$ cat src/rtl/ram_burst_reader.sv
// Burst read engine: issues one RAM read per beat under credit control and streams the
// returned words over AXI-Stream through a small FIFO, flagging the final beat with tlast.
module ram_burst_reader #(
    parameter int AXI_WIDTH      = 128,
    parameter int AXI_ADDR_WIDTH = 32,
    parameter int LEN_W          = 16,
    parameter int FIFO_DEPTH     = 4,
    localparam int LSB           = $clog2(AXI_WIDTH) - 3,
    localparam int AW            = AXI_ADDR_WIDTH - LSB
) (
    input  logic                 clk,
    input  logic                 rstn,
    input  logic                 cmd_valid,
    output logic                 cmd_ready,
    input  logic [AW-1:0]        cmd_addr,
    input  logic [LEN_W-1:0]     cmd_len,
    output logic                 ram_ren,
    output logic [AW-1:0]        ram_addr,
    input  logic [AXI_WIDTH-1:0] ram_data,
    output logic [AXI_WIDTH-1:0] m_axis_tdata,
    output logic                 m_axis_tvalid,
    input  logic                 m_axis_tready,
    output logic                 m_axis_tlast,
    output logic                 busy
);

    localparam int OW = $clog2(FIFO_DEPTH + 1);
    localparam int PW = (FIFO_DEPTH > 2) ? $clog2(FIFO_DEPTH) : 1;
    localparam logic [OW:0]   DEPTH_C  = (OW + 1)'(FIFO_DEPTH);
    localparam logic [PW-1:0] LAST_IDX = PW'(FIFO_DEPTH - 1);

    typedef enum logic [1:0] {
        IDLE,
        READ,
        DRAIN
    } state_t;

    state_t               state_q;
    logic [AW-1:0]        start_q;
    logic [LEN_W:0]       len_q;
    logic [LEN_W:0]       issued_q;
    logic [LEN_W:0]       recv_q;
    logic                 inflight_q;
    logic [PW-1:0]        wr_q;
    logic [PW-1:0]        rd_q;
    logic [OW-1:0]        occ_q;
    logic [FIFO_DEPTH-1:0] last_q;
    logic [AXI_WIDTH-1:0] data_mem [FIFO_DEPTH];

    logic        ren;
    logic        push;
    logic        pop;
    logic [OW:0] used;

    // Credits count both stored words and the read still in flight, so a push always fits.
    assign used = {1'b0, occ_q} + {{OW{1'b0}}, inflight_q};
    assign ren  = (state_q == READ) && (used < DEPTH_C) && (issued_q <= len_q);
    assign push = inflight_q;
    assign pop  = (occ_q != '0) && m_axis_tready;

    assign cmd_ready     = (state_q == IDLE);
    assign busy          = (state_q != IDLE);
    assign ram_ren       = ren;
    assign ram_addr      = start_q + AW'(issued_q);
    assign m_axis_tvalid = (occ_q != '0);
    assign m_axis_tdata  = m_axis_tvalid ? data_mem[rd_q] : '0;
    assign m_axis_tlast  = m_axis_tvalid && last_q[rd_q];

    always_ff @(posedge clk or negedge rstn) begin
        if (!rstn) begin
            state_q    <= IDLE;
            start_q    <= '0;
            len_q      <= '0;
            issued_q   <= '0;
            recv_q     <= '0;
            inflight_q <= 1'b0;
            wr_q       <= '0;
            rd_q       <= '0;
            occ_q      <= '0;
            last_q     <= '0;
        end else begin
            inflight_q <= ren;
            case (state_q)
                IDLE: begin
                    if (cmd_valid) begin
                        state_q  <= READ;
                        start_q  <= cmd_addr;
                        len_q    <= {1'b0, cmd_len};
                        issued_q <= '0;
                        recv_q   <= '0;
                    end
                end
                READ: begin
                    if (ren) begin
                        issued_q <= issued_q + (LEN_W + 1)'(1);
                        if (issued_q == len_q) state_q <= DRAIN;
                    end
                end
                DRAIN: begin
                    if (!inflight_q && (occ_q == '0)) state_q <= IDLE;
                end
                default: state_q <= IDLE;
            endcase

            if (push) begin
                last_q[wr_q] <= (recv_q == len_q);
                wr_q         <= (wr_q == LAST_IDX) ? '0 : wr_q + PW'(1);
                recv_q       <= recv_q + (LEN_W + 1)'(1);
            end
            if (pop) begin
                rd_q <= (rd_q == LAST_IDX) ? '0 : rd_q + PW'(1);
            end
            case ({push, pop})
                2'b10:   occ_q <= occ_q + OW'(1);
                2'b01:   occ_q <= occ_q - OW'(1);
                default: occ_q <= occ_q;
            endcase
        end
    end

    always_ff @(posedge clk) begin
        if (push) data_mem[wr_q] <= ram_data;
    end

endmodule

$ cat config.mk
export PLATFORM = sky130hd
export DESIGN_NAME = ram_burst_reader
export DESIGN_NICKNAME = d
export VERILOG_FILES = /design/src/rtl/ram_burst_reader.sv
export SDC_FILE = /design/constraint.sdc
export NUM_CORES = 1
export LEC_CHECK = 0
export ABC_AREA = 1
export CAP_MARGIN = 40
export CORE_MARGIN = 5
export CORE_UTILIZATION = 55
export DETAILED_ROUTE_END_ITERATION = 6
export PLACE_DENSITY = 0.8
export SLEW_MARGIN = 5
export SYNTH_ARGS = -nofsm -noshare
export SYNTH_HDL_FRONTEND = slang
export SYNTH_SLANG_ARGS = --single-unit
$ cat constraint.sdc
create_clock -name clk -period 7.8 [get_ports clk]
set_input_delay 1.56 -clock clk [delete_from_list [all_inputs] [get_ports clk]]
set_output_delay 1.56 -clock clk [all_outputs]
set_load 0.02 [all_outputs]
==> key figures <==
Routing
  • DRC: 0
  • DRT iter0 DRCs: 1743
  • Drt total wl: 68070 um
  • Routed Antenna Nets: 0
  • Via density: 5.663
  • TritonRoute pass-1 iters: 6
  • Drt wl/cell: 20.21 um
  • DR vias: 19080

Global routing
  • Initial antenna violation count: 7
  • Total global-route track usage: 25.81%
  • Number of global-route vias before repair: 18810
  • Global-route wire length before repair: 104300 um
  • Grt total ovfl: 0
  • Pin count of the biggest net entering global routing: 114

Pwr
  • P_sw: 4852 uW
  • Clk pwr share: 21.2%
  • Seq pwr share: 36.4%
  • Cell Int Power: 7749 uW
  • PwrDens: 394.7 nW/um^2
  • Sw frac: 38.51%
  • Combinational share of power: 42.4%
  • Worst vdd ir: 458.7 uV
  • Leak pwr: 0.01201 uW

Clock network
  • Clk root buf: clkbuf_16
  • H-tree depth: 2
  • CTS Buf Count: 59
  • Clock Pin Slew Worst Setup and Hold Paths: 60 ps
  • TritonCTS Sinks: 604
  • CTS Hold Bufs: 0
  • Post-CTS Setup Inserts: 0
  • # resized after CTS: 0
  • CTS tree: built
  • Worst-skew pair later-pin latency: 650 ps
  • CTS Buffer Depth: 3

Die
  • Total core area: 46650 um^2
  • Die area: 51700 um^2
  • Width of the chip: 227.4 um
  • Initial core utilization: 55.71%
  • Row cnt: 79
  • IO Pins: 337
  • Die height: 227.4 um

Worst setup path
  • Setup crit start kind: register
  • Critical path class: register to output pin
  • Crit path arrival time: 4130 ps
  • CP max FO: 113
  • CP endpoint kind: output pin
  • R2r setup slk: 5020 ps
  • WP data required: 6240 ps

Placement
  • # port buffers: 336
  • GPL Wtd Cong: 0.8770
  • DP Worst Slack: 2760 ps
  • Post-DP HPWL: 43370 um

Layout
  • Final net count: 2934
  • Area grow syn2layout: 22.84%
  • Layout cells sized above 1: 5.147%

STA
  • Fin worst setup slack: 2108 ps
  • Final period utilization: 72.97%
  • Slew Viols, Final: 0
  • RSZ-0062 raised after global routing: false
  • Skew final: 33.76 ps
  • Crit path time final: 5692 ps
  • Final hold vios: 0
  • Slew headroom: 43.35%
  • # setup viols final: 0
  • Final setup TNS: 0 ps
  • Slew @ Worst Pin: 849.7 ps
  • Max Fclk: 175.7 MHz

Synthesis
  • Synth warnings: 0
  • Top FF cell, synth: edfxtp_1
  • Register area share after synthesis: 68.01%
  • Synthesized area per cell: 10.81 um^2
  • Post-Syn Area: 25990 um^2
  • Syn Nets: 2624
  • Count of different cell masters after synthesis: 43
  • Number of synthesized register bits: 604
  • Post-synth EDFFs: 512
  • Post-synthesis async set-or-reset flop share: 15.23%
  • Mapped Cells: 2405

Flow run
  • Max Cap Viol: 0

Min path
  • Worst min path class: register to register

Run status
  • Run status: complete, no violations
-- worst max-delay path, stage by stage, from the launching register on --
cell and delay (ps):
dfrtp_4 620, buf_16 270, inv_6 430, buf_16 390, buf_4 590, o21ai_0 190
a21oi_1 250, clkdlybuf4s50_1 650
-- worst paths after layout --
check / to / depth (start not counted) / start
max in group asynchronous: rd_q[1] / 3 / rstn
min in group asynchronous: len_q[7] / 1 / rstn
worst min register to register: last_q[1] / 2 / last_q[1]
worst max register to register: data_mem[2][79] / 5 / inflight_q
worst max-delay path: m_axis_tdata[86] / 7 / rd_q[0]
worst min-delay path: last_q[1] / 2 / last_q[1]
-- kinds of logic after synthesis --
kind of cell             Yosys count  synth area share [%]
AO/OA/AOI/OAI                    493                 9.657
XOR/XNOR                          32                 1.078
adder cells (fa/ha/maj)           43                 2.128
buffers and inverters            226                 3.538
flip-flops                       604                 68.01
multiplexers                       1               0.03851
AND/OR/NAND/NOR                 1006                 15.55
-- layout by cell type (no fill, tap or decap), types with 3 or more instances in the layout --
| cell type | count |
|---|---|
| nand4_1 | 36 |
| nor2_2 | 3 |
| buf_16 | 10 |
| o21ai_0 | 315 |
| clkdlybuf4s50_1 | 335 |
| buf_4 | 17 |
| a21oi_1 | 159 |
| o22ai_1 | 7 |
| clkinvlp_4 | 4 |
| nand2_1 | 295 |
| dfrtp_1 | 90 |
| clkinv_2 | 10 |
| inv_1 | 99 |
| inv_4 | 5 |
| clkinv_1 | 17 |
| xor2_1 | 27 |
| nor3_1 | 23 |
| nand2_2 | 11 |
| nor2_1 | 590 |
| clkbuf_1 | 10 |
| edfxtp_1 | 512 |
| nand3_1 | 34 |
| xnor2_1 | 5 |
| clkbuf_16 | 59 |
| a21o_1 | 3 |
| diode_2 | 3 |
| buf_12 | 4 |
| ha_1 | 41 |
-- per-stage QoR --
step                      utilization, %  hold slack, ps  cell area [um^2]  total power [uW]  cells
final                              68.43           484.8             31930             12600   3369
after global routing               68.42           509.7             31920             13260   3367
after detailed placement           64.53           463.0             30110              9956   3261
after CTS                          68.42           479.2             31920             12670   3366
after global placement             63.77           458.1             29750              9687   3247
after floorplan                        -           444.7             25990              7589   2405
-- Yosys cell counts, types with 3 or more instances --
library cell  count  area (um^2)
nor2_2            3        18.77
nand3_1          34        170.2
buf_1             6        22.52
nor2_1          590         2215
inv_1           104        390.4
inv_2             3        11.26
xnor2_1           5        43.79
ha_1             41        513.0
a21oi_1         159        795.8
nand4_1          36        225.2
nor3_1           24        120.1
o22ai_1           7        43.79
a21o_1            3        22.52
nand2_2          11        68.82
nand2_1         295         1107
dfrtp_1          92         2302
buf_2            42        210.2
edfxtp_1        512        15370
xor2_1           27        236.5
o21ai_0         315         1577
clkbuf_1         67        251.5
-- metal layers --
layer  wire, um  GRT usage (%)
met3       6515          6.925
met4       1756          7.697
met5         75              0
met1      27100          34.44
met2      32620          42.21
-- power by group through the flow --
| stage | logic [uW] | registers, uW | clock network (uW) |
|---|---|---|---|
| after floorplan | 2990 | 4600 | 0 |
| after global placement | 4960 | 4720 | 0 |
| after detailed placement | 5320 | 4640 | 0 |
| after CTS | 5370 | 4580 | 2720 |
| after global routing | 5750 | 4630 | 2870 |
| final | 5340 | 4580 | 2670 |
-- registers in the layout (all words and copies together), names as in the netlist --
name        flops
data_mem      512
len_q          16
issued_q       17
wr_q            2
start_q        28
state_q         2
last_q          4
recv_q         17
rd_q            2
inflight_q      1
occ_q           3
-- cell type report --
cell class / count / area (um^2)
clock buffer: 70 / 1528
multi-input combinational: 1575 / 7400
tap: 607 / 759.5
sequential: 604 / 17680
fill: 3323 / 14730
inverter: 109 / 426.7
clock inverter: 35 / 285.3
antenna: 3 / 7.507
timing repair buffer: 366 / 3836
Power figures use the tool's default switching activity.
